### src/rtl/tff_mode_counter.sv
// tff_mode_counter: WIDTH-bit toggle / prescaled up-down / load register bank with terminal-count and sticky overflow
module tff_mode_counter #(
  parameter int WIDTH    = 8,
  parameter int PRESCALE = 1,
  parameter int SATURATE = 0
) (
  input  logic             Clk,
  input  logic             rst,
  input  logic             en,
  input  logic [1:0]       mode,
  input  logic [WIDTH-1:0] T,
  input  logic [WIDTH-1:0] D,
  output logic [WIDTH-1:0] Q,
  output logic [WIDTH-1:0] Q_b,
  output logic             tc,
  output logic             ovf
);
  typedef enum logic [1:0] {TOGGLE = 2'b00, UP = 2'b01, DOWN = 2'b10, LOAD = 2'b11} mode_e;
  mode_e            m;
  logic [WIDTH-1:0] q_q, q_d;
  logic             tc_q, tc_d, ovf_q, ovf_d;
  logic             count, load, tick, at_lim, lim_step;
  assign m        = mode_e'(mode);
  assign count    = en && (m == UP || m == DOWN);
  assign load     = en && m == LOAD;
  assign at_lim   = (m == UP) ? &q_q : ~|q_q;
  assign lim_step = count && tick && at_lim;
  generate
    if (PRESCALE == 1) begin : g_nopre
      assign tick = 1'b1;
    end else begin : g_pre
      localparam int PW = $clog2(PRESCALE);
      logic [PW-1:0] pre_q, pre_d;
      assign tick = pre_q == PW'(PRESCALE - 1);
      // pre survives TOGGLE, en=0 and UP/DOWN switches; only LOAD and reset clear it
      always_comb pre_d = load ? '0 : count ? (tick ? '0 : pre_q + PW'(1)) : pre_q;
      always_ff @(posedge Clk)
        if (rst) pre_q <= '0;
        else     pre_q <= pre_d;
    end
  endgenerate
  always_comb begin
    q_d   = !en ? q_q :
            m == TOGGLE ? q_q ^ T :
            m == LOAD ? D :
            !tick || (at_lim && SATURATE != 0) ? q_q :
            m == UP ? q_q + WIDTH'(1) : q_q - WIDTH'(1);
    tc_d  = lim_step;
    ovf_d = load ? 1'b0 : (lim_step ? 1'b1 : ovf_q);
  end
  always_ff @(posedge Clk)
    if (rst) begin
      q_q   <= '0;
      tc_q  <= 1'b0;
      ovf_q <= 1'b0;
    end else begin
      q_q   <= q_d;
      tc_q  <= tc_d;
      ovf_q <= ovf_d;
    end
  assign Q   = q_q;
  assign Q_b = ~q_q;
  assign tc  = tc_q;
  assign ovf = ovf_q;
endmodule

### config.mk
export PLATFORM = sky130hd
export DESIGN_NAME = tff_mode_counter
export DESIGN_NICKNAME = d
export VERILOG_FILES = /design/src/rtl/tff_mode_counter.sv
export SDC_FILE = /design/constraint.sdc
export NUM_CORES = 1
export LEC_CHECK = 0
export ABC_AREA = 1
export CAP_MARGIN = 20
export CORE_ASPECT_RATIO = 1.1
export CORE_MARGIN = 4
export CORE_UTILIZATION = 35
export DETAILED_ROUTE_END_ITERATION = 10
export GPL_TIMING_DRIVEN = 0
export PLACE_DENSITY = 0.65
export SETUP_SLACK_MARGIN = 0.02
export SLEW_MARGIN = 10
export SYNTH_ARGS = -nofsm -noshare
export SYNTH_HDL_FRONTEND = slang
export SYNTH_SLANG_ARGS = --single-unit
### constraint.sdc
create_clock -name Clk -period 4.92 [get_ports Clk]
set_input_delay 0.984 -clock Clk [delete_from_list [all_inputs] [get_ports Clk]]
set_output_delay 0.984 -clock Clk [all_outputs]
set_load 0.1 [all_outputs]
=== After elaboration in Yosys (flattened, before gate mapping) ===
Cells that the tools add are included.

* Output and inout port bits: 18
* Flip-flop bits (word level): 10
* Word-level logic and storage cells: 23
* Input bits: 21

* Mux-type cells: 4
* Bitwise operators: 2
* Equal/unequal tests: 3
* Reduce and logical (&&, ||, !) cells: 9
* Add/sub/neg operators: 2

{| class="wikitable"
|+ Operators by type and width
! kind !! count
|-
| two-way mux 8 bit || 3
|-
| adder 8 x 1 -> 8 bit (second input constant) || 1
|-
| NOT 8 bit || 1
|-
| AND reduction 8 bit || 1
|-
| OR reduction 8 bit || 1
|-
| subtractor 8 x 1 -> 8 bit (second input constant) || 1
|-
| XOR 8 bit || 1
|-
| == test 2 bit (second input constant) || 2
|-
| logical AND 1 bit || 3
|-
| == test 2 x 1 -> 1 bit (second input constant) || 1
|-
| zero test 2 bit || 1
|-
| OR reduction 2 bit || 1
|-
| zero test 1 bit || 1
|-
| logical OR 1 bit || 1
|-
| two-way mux 1 bit || 1
|}

=== Longest topological paths before layout ===
Gate-level depths: netlist of run 1.

* Word-level depth: 4
* Mapped depth: 12
* Mapped depth without buffers: 12

=== Worst setup path after synthesis of run 1 ===
OpenSTA, ideal clock, no wires.

* Path type: register to output
* From: register q_q[0] (netlist: Q[0])
* To: output port Q_b[0]
* Stages on the path, launching flop included: 2
* Data arrival time: 1.788 ns
* Data required time: 3.936 ns
* Setup slack: 2.148 ns
* Buffers on the path: 0
* Cells stage by stage: dfxtp_1 -> inv_1

* Cells in the longest elaborated chain, start to end: 1

{| class="wikitable"
|+ Ends and longest elaborated chain
! item !! RTL line !! source
|-
| start, declared || 20 || <nowiki>logic [WIDTH-1:0] q_q, q_d;</nowiki>
|-
| start signal, assigned || 57 || <nowiki>q_q <= q_d;</nowiki>
|-
| NOT 8 bit || 62 || <nowiki>assign Q_b = ~q_q;</nowiki>
|-
| end, declared || 14 || <nowiki>output logic [WIDTH-1:0] Q_b,</nowiki>
|}

No other way between the ends.

=== Final worst setup path of run 1 ===
Same ends and word-level chain as after synthesis.

==> results list, run 1 <==
- Overall power: 403 uW
* Total setup violations reported at the end of the flow: 0
- The number of global-route vias before repair was 1,057.
- The initial utilization of the core area, before any placement, comes to 0.364.
- The analysis attributes to net switching a power of 209 uW.
* CTS Root Cell: sky130_fd_sc_hd__clkbuf_4
- From left edge to right edge, the die measures 59.2 um.
- Data required time of the critical path: 3940 ps
* Status: complete, no violations
- Measured against its own limit, the worst slew margin works out to 0.344.
- Netlist Area Pre-Place: 1010 um^2
- Number of antenna diodes: 0
- The worst setup path is launched from a register.
* Cells traversed along the worst timing path: inv_1 > clkdlybuf4s50_1
- In the final routed layout, each cell accounts on average for between 10 and 15 um.
- HPWL after DPL: 2.23 mm
* Number of sinks driven by the clock tree: 10
- Setup repair after global routing left no endpoint under its margin.
- After clock tree synthesis, the repair step resized 0 gates.
* Die height: 64.4 um
- Synth cell types: 25
- Aggregate routed wire length: 2.81 mm
* Finished Core Util: 0.524
- Internal Pwr Total: 194 uW
- For this design, the CTS-stage hold fixing added 0 buffers.
- Slew of the pin with the lowest slew margin: 981 ps
- Of the available clock period, the critical path in the final layout requires 0.593.
* Dominant delay contributor by cell family on the critical path: buffers and inverters
* Number of buffer and inverter stages on the critical path: 2
- The number of setup buffers added after CTS is 0.
* Flop pwr share: 0.249
* All-layer global routing usage: 0.157
- Static timing analysis puts the maximum clock frequency at 0.343 GHz.
- The routed design could run at a clock period as short as just under 3000 ps.
- Residual overflow from global routing: 0
- For this block, the initial DRC count from the detailed router was 24.
- The final layout contains around 240 nets.
- The congestion estimate from routability-driven global placement came to 0.812.
- TritonCTS built the clock tree.
- CP max stage cell: sky130_fd_sc_hd__clkdlybuf4s50_1
- Along the worst path, the maximum fanout reaches 6.
- Synthesized netlist cell count: 160
* Yosys top cell area share: 0.198
- Share of the yosys chip area belonging to registers: 0.198
* Portion of total power attributed to combinational logic: 0.608
* Fraction of final layout cells with drive strength greater than 1: 0.0647
- On the worst path, the slowest cell contributes a delay of 1160 ps.
- Post-route setup TNS: 0 ps
* Most area-consuming cells after synthesis: sky130_fd_sc_hd__dfxtp_1, sky130_fd_sc_hd__ha_1, sky130_fd_sc_hd__inv_1, sky130_fd_sc_hd__nand2_1, sky130_fd_sc_hd__nor2_1
- At the worst endpoint, the arrival time is 1930 ps.
- Fraction of power consumed by the clock network: 0.142
* Number of levels in the clock H-tree: 1
- Critical path class: reg2out
* Total power per unit cell area: 277 nW/um^2
- The number of clock buffers added by TritonCTS is 3.
* Worst-case vdd ir drop: 0.146 mV
- Initial antenna violation count: 0
- IO Port Bufs: 38
- Of the total power, the share spent switching nets is 0.518.
- The clock passes through at most 2 buffers.
- The synthesized design contains 10 register bits.
- Total iterations of the first detailed-routing run: 4
- DRT antenna net count: 0
- Standard-cell rows: 20
- Number of warnings issued by yosys: 0
* Synth Area per Inst: 6.32 um^2
* Post-detailed-route DRC marker count: 0
- The tool flagged a number of max-cap violations equal to 0.
- The clock arrives with 3.47 ps of skew.
- Die area: approximately 3800 um^2
- Summed over all instances, the cell type with the most area after synthesis is sky130_fd_sc_hd__dfxtp_1.
- After floorplanning, the core was sized to cover 2780 um^2.
* Final hold violation count: 0
- Leakage: slightly below 0.0007 uW
* Maximum number of pins on one net before global-route repair: 11
- Clock-pin slew was measured on the worst setup and hold paths at ~70 ps.
* Fin. max-slew vios: 0
- The first global-routing pass estimated 4.62 mm of wire.
- Via Count: 1,154
- Using the TritonRoute via totals, the vias-per-cell ratio works out to 4.93.
- The number of nets handed over by synthesis was roughly 190.
- Compared with the post-synthesis result, the final layout area differs by 43.9%.
- Clock latency on the worst-skew pair: between 200 and 300 ps
- Worst Setup End Kind: primary output
- # IOs: 39
- Type of the tightest min-delay check: reg2reg
## state kept, by name (all words and copies together), names as in the netlist
register  cells
Q             8
tc            1
ovf           1
## power by group through the flow
stage	Clock (uW)	Combinational [uW]	Sequential, uW
after global routing	64.2	264	103
after CTS	59.6	246	101
final	57.4	245	101
after floorplan	0	135	150
after detailed placement	0	245	103
after global placement	0	243	102
## cell usage after synthesis, drive strengths merged
cell and n:
a21oi 14, a31oi 2, buf 1, clkbuf 1, clkinv 1, dfxtp 10
fa 1, ha 10, inv 29, nand2 27, nand3 8, nand3b 2
nand4 5, nor2 18, o21ai 22, o22ai 2, or2 1, xnor2 5
xor2 1
## layout make-up
class	count	area, um^2
Sequential cell	10	200
Fill cell	303	1320
Timing Repair Buffer	38	380
Tap cell	33	41.3
Multi-Input combinational cell	118	687
Inverter	30	113
Buffer	2	11.3
Clock buffer	3	22.5
## layer usage
metal  part of all wire  GRT usage
met5                  0          0
met2               0.51      0.255
met4              0.010     0.0425
met1               0.43      0.204
met3              0.056     0.0323
## tightest hold or removal path, cell delays in order, from the launching register on
cell and delay (ps):
sky130_fd_sc_hd__dfxtp_1 320, sky130_fd_sc_hd__inv_1 50, sky130_fd_sc_hd__a21oi_1 60
## final timing paths
path                            start     end  slack, ps  cells after the start
worst max-delay path             Q[0]  Q_b[0]       2000                      2
worst min-delay path              ovf     ovf        470                      2
worst max register to register   Q[4]    Q[7]       3350                      9
worst min register to register    ovf     ovf        470                      2
## metrics by stage
step	hold slack, ps	area, um^2	setup WS [ps]	cells
finish	468	1460	2000	234
global route	492	1460	1900	234
CTS	470	1460	1980	234
detailed placement	457	1430	1780	231
global placement	443	1430	1810	231
floorplan	877	1010	2150	160
## placed cells by master, fill, tap and decap left out, drive strengths merged, types with 2 or more instances in the layout
master and n:
clkdlybuf4s50 38, inv 29, nand2 27, o21ai 22, nor2 18, a21oi 14, dfxtp 10, ha 10
nand3 8, xnor2 5, nand4 5, clkbuf 4, o22ai 2, nand3b 2, a31oi 2
## logic make-up (layout without fill, tap and decap cells)
group                      count (synthesis)  after routing  synth area share
AOI/OAI and AO/OA                         40             40             0.210
adders and majority gates                 11             11             0.144
xor gates and xnor gates                   6              6            0.0520
and+or+nand+nor                           61             61             0.274
buffers and inverters                     32             73             0.123
DFF                                       10             10             0.198
No activity file was read; power rests on OpenSTA's default activity.
==> inputs of run 2 (changes only) <==
- clock period: 4.92 -> 3 ns (I/O delays scaled with it)
==> results of run 2 <==
Same layout as run 1 (identical final DEF). Status: complete, no violations.
Among the figures that moved: setup slack after placement 1780 ps -> 239 ps; setup slack after layout 2000 ps -> 465 ps; register-to-register setup slack 3350 ps -> 1430 ps; total power 403 uW -> 662 uW; worst IR drop on VDD 0.146 mV -> 0.239 mV
